<file path="config.mk">
export PLATFORM = sky130hd
export DESIGN_NAME = switches_logic_core
export DESIGN_NICKNAME = d
export VERILOG_FILES = /design/src/rtl/switches_logic_pkg.sv /design/src/rtl/switches_logic_core_debouncer.sv /design/src/rtl/switches_logic_core.sv
export SDC_FILE = /design/constraint.sdc
export NUM_CORES = 1
export LEC_CHECK = 0
export CAP_MARGIN = 20
export CORE_MARGIN = 4
export CORE_UTILIZATION = 25
export CTS_BUF_LIST = sky130_fd_sc_hd__clkbuf_8
export DETAILED_ROUTE_END_ITERATION = 8
export PLACE_DENSITY = 0.49
export SLEW_MARGIN = 10
export SYNTH_ARGS = -nofsm -noshare
export SYNTH_HDL_FRONTEND = slang
export SYNTH_SLANG_ARGS = --single-unit
</file>
<file path="constraint.sdc">
create_clock -name i_clk -period 1.8 [get_ports i_clk]
set_input_delay 0.18 -clock i_clk [delete_from_list [all_inputs] [get_ports i_clk]]
set_output_delay 0.18 -clock i_clk [all_outputs]
set_load 0.03 [all_outputs]
</file>
<file path="src/rtl/switches_logic_pkg.sv">
// rtl/switches_logic_pkg.sv - shared constants and the switch-to-LED Boolean map
package switches_logic_pkg;

  localparam int NUM_SWITCHES = 4;

  // Bit n of the argument is switch n+1; bit n of the result is LED n+1.
  function automatic logic [NUM_SWITCHES-1:0] led_from_state(
    input logic [NUM_SWITCHES-1:0] i_state
  );
    logic [NUM_SWITCHES-1:0] w_led;
    w_led[0] = i_state[0] & i_state[1];
    w_led[1] = i_state[0] | i_state[1];
    w_led[2] = i_state[2] ^ i_state[3];
    w_led[3] = ~(i_state[2] | i_state[3]);
    return w_led;
  endfunction

endpackage

</file>
<file path="src/rtl/switches_logic_core_debouncer.sv">
// rtl/switches_logic_core_debouncer.sv - per-switch sync chain and optional debounce (SWITCHES_LOGIC_DEBOUNCE_EN)
module switch_debouncer #(
  parameter int unsigned DEBOUNCE_CYCLES = 16
) (
  input  logic i_clk,
  input  logic i_rst_n,
  input  logic i_raw,
  output logic o_level
);

  logic r_sync1;
  logic r_sync2;

  // Two-flop synchroniser for the asynchronous switch input
  always_ff @(posedge i_clk or negedge i_rst_n) begin
    if (!i_rst_n) begin
      r_sync1 <= 1'b0;
      r_sync2 <= 1'b0;
    end else begin
      r_sync1 <= i_raw;
      r_sync2 <= r_sync1;
    end
  end

`ifdef SWITCHES_LOGIC_DEBOUNCE_EN
  localparam int CW = $clog2(DEBOUNCE_CYCLES + 1);
  localparam logic [CW-1:0] LAST_COUNT = CW'(DEBOUNCE_CYCLES - 1);

  logic          r_state;
  logic [CW-1:0] r_count;

  // Accept a new level only after DEBOUNCE_CYCLES consecutive differing samples;
  // any sample agreeing with the accepted level throws the partial count away.
  always_ff @(posedge i_clk or negedge i_rst_n) begin
    if (!i_rst_n) begin
      r_state <= 1'b0;
      r_count <= '0;
    end else if (r_sync2 == r_state) begin
      r_count <= '0;
    end else if (r_count == LAST_COUNT) begin
      r_state <= r_sync2;
      r_count <= '0;
    end else begin
      r_count <= r_count + CW'(1);
    end
  end

  assign o_level = r_state;
`else
  // Without debounce the accepted level is the second sync flop itself.
  localparam logic [15:0] unused_debounce_cycles = 16'(DEBOUNCE_CYCLES);

  assign o_level = r_sync2;
`endif

endmodule

</file>
<file path="src/rtl/switches_logic_core.sv">
// rtl/switches_logic_core.sv - four filtered switches driving four registered LEDs (SWITCHES_LOGIC_DEBOUNCE_EN)
module switches_logic_core
  import switches_logic_pkg::*;
#(
  parameter int unsigned DEBOUNCE_CYCLES = 16
) (
  input  logic i_clk,
  input  logic i_rst_n,
  input  logic i_switch_1,
  input  logic i_switch_2,
  input  logic i_switch_3,
  input  logic i_switch_4,
  output logic o_led_1,
  output logic o_led_2,
  output logic o_led_3,
  output logic o_led_4
);

  logic [NUM_SWITCHES-1:0] w_raw;
  logic [NUM_SWITCHES-1:0] w_level;
  logic [NUM_SWITCHES-1:0] r_led;

  assign w_raw = {i_switch_4, i_switch_3, i_switch_2, i_switch_1};

  genvar g;
  generate
    for (g = 0; g < NUM_SWITCHES; g++) begin : g_sw
      switch_debouncer #(
        .DEBOUNCE_CYCLES(DEBOUNCE_CYCLES)
      ) u_deb (
        .i_clk   (i_clk),
        .i_rst_n (i_rst_n),
        .i_raw   (w_raw[g]),
        .o_level (w_level[g])
      );
    end
  endgenerate

  // LED register reloads every cycle from the current filtered levels
  always_ff @(posedge i_clk or negedge i_rst_n) begin
    if (!i_rst_n) begin
      r_led <= '0;
    end else begin
      r_led <= led_from_state(w_level);
    end
  end

  assign o_led_1 = r_led[0];
  assign o_led_2 = r_led[1];
  assign o_led_3 = r_led[2];
  assign o_led_4 = r_led[3];

endmodule

</file>
==> results.cfg <==
[yosys]
async_reset_ff_share_pct = 100
synth_most_common_cell = dfrtp_1
synth_cells = 17
ys_seq_area_share_pct = 89.9
yosys.area.top_type = dfrtp_1
ys_top_cells_by_count = dfrtp_1, inv_1, and2_2, ha_1, or2_1
synthDistinctLibCells = 5
syn_nets = 24
synthFlopType = dfrtp_1
synth_enable_flop_cells = 0
synth_area_leaders = dfrtp_1, ha_1, and2_2, inv_1, or2_1
avgSynthCellArea_um2 = 19.7
netlist_area_um2 = 334
synth.top_cell.area_share_pct = 89.9
synth_seq_cells = 12
synth_warnings = 0

[clock_network]
clock_sinks = 12
htreeDepth = 1
cts.path.max_buffers = 2
clock_latency_ns = 0.23
hold_buffers = 0
cts_inserted_buffers = 3
cts_resized = 0
cts-root-buf = clkbuf_8
post_cts_buffers = 0
cts_tree = done
cts.clk_slew.worst_paths_ns = 0.05

[grt]
grt_max_degree = 13
grt_usage_pct = 5.62
grt_pass1_vias = 178
grt_pass1_wl_um = 683
antenna_found_initial = 0
gr-total-overflow = 0

[final_layout]
nNetsFinal = 38
drive_above_1_share_pct = 16.7
antenna-diode-count = 0
fin_cells = 44
fin_util_pct = 41.9
area_delta_synth_final_pct = 48.7

[routing]
wire_per_inst_um = 8.59
drc = 0
via_per_inst = 3.73
antenna_left = 0
vias = 164
totalWireLength_um = 378
dr.pass1.iters = 1
drt_iter0_drc = 0

[worst_setup_path]
path_max_fanout = 1
crit_arrival_ns = 1.21
path_cells = clkdlybuf4s50_1
path_delay_family = buffers and inverters
worstSetupPathType = reg2out
cpPeakStageDelay_ns = 0.66
end_kind = output port
r2r-start = g_sw[2].u_deb.o_level
rr_worst_depth = 2
cp_num_buf_inv = 1
crit_cells = 1
reg2reg_slack_ns = 1.05
crit_path_start = r_led[1]
cp-start-kind = register
critPathRequiredTime_ns = 1.62
cp_slowest_cell = clkdlybuf4s50_1
r2r_end = r_led[2]
crit_end = o_led_2

[die]
coreArea_um2 = 1190
chipWidth_um = 44.6
rows = 12
ioPinCount = 10
start_util_pct = 28.2
die-area_um2 = 1990
chipHeight_um = 44.6

[power]
powerDensity_nw_per_um2 = 1230
p_leak_nw = 0.228
ir_drop_v = 0.000480

[sta]
slew_violations = 0
holdWs_ns = 0.286
maxSlewHeadroom_pct = 66.4
fin_setup_tns_ns = 0
tightest_slew_ns = 0.502
fmax_mhz = 720
post-route-period-util_pct = 77.2
setup_viol = 0
timing.final.crit_period_ns = 1.39
hold_violations = 0
rsz0062_at_grt = false
fin_worst_skew_ns = 0.00246

[placement]
routabilityCongestion = 0.560
placed_cells = 40
dp_hpwl_um = 279
port_buffers = 9

[flow_run]
maxCapViolCount = 0

[worst_hold_path]
worstHoldPathType = in2async

[status]
status = complete, no violations
==> final cells by class <==
class	instances	area (um2)
fillers	110	689
inverters	2	7.51
multi-input cells	3	26.3
flip-flops and latches	12	300
repair buffers	9	90.1
well taps	14	17.5
clock buffers	4	55.1
==> layout by cell type (no fill, tap or decap) <==
cell type	instances
clkdlybuf4s50_1	9
ha_1	1
dfrtp_1	12
clkbuf_8	4
and2_2	1
inv_1	2
or2_1	1
==> registers in the layout, summed over array words and instances (netlist names) <==
name / flops
r_led: 4
g_sw.u_deb.r_sync1: 4
g_sw.u_deb.o_level: 4
==> worst min-delay path by stage <==
stage	cells past startpoint	start	endpoint
after floorplan	0	i_rst_n	g_sw[0].u_deb.o_level
after global placement	0	g_sw[2].u_deb.r_sync1	g_sw[2].u_deb.o_level
after detailed placement	0	g_sw[1].u_deb.r_sync1	g_sw[1].u_deb.o_level
after CTS	1	i_rst_n	r_led[1]
after global routing	1	i_rst_n	r_led[1]
final	1	i_rst_n	r_led[1]
==> cells by family (layout without fill, tap and decap cells) <==
| family | count (synthesis) | count (layout) | share of synthesized area (%) |
|---|---|---|---|
| adder cells (fa/ha/maj) | 1 | 1 | 3.74 |
| buffers and inverters | 2 | 15 | 2.25 |
| flip-flops | 12 | 12 | 89.9 |
| AND/OR/NAND/NOR | 2 | 2 | 4.12 |
==> power breakdown <==
part / total [mW] / leakage (nW) / switching (mW) / internal [mW]
registers: 0.289 / 0.141 / 0.00358 / 0.285
clock network: 0.279 / 0.0288 / 0.0866 / 0.192
logic: 0.0428 / 0.0586 / 0.0214 / 0.0213
total: 0.610 / 0.228 / 0.112 / 0.498
==> through the flow <==
stage               cell area, um2  power [mW]  setup WS (ns)
floorplan                      334       0.308           1.08
CTS                            497       0.620          0.397
detailed placement             442       0.337          0.651
finish                         497       0.610          0.411
global route                   497       0.640          0.358
global placement               442       0.335          0.660
==> per-layer routing <==
metal	part of all wire [%]	up-vias	GRT usage, %	routed length (um)
met5	0	-	0	0
met2	48	10	7.16	181
li1	-	75	-	-
met1	35	79	4.29	131
met3	17	0	5.28	65
met4	0	0	7.23	0
==> worst register-to-register path, delay by kind of cell (launching register included) <==
family,cells,cell delay [ns]
flip-flops,1,0.31
buffers and inverters,1,0.04
adder cells (fa/ha/maj),1,0.28
No activity file was read; power rests on OpenSTA's default activity.
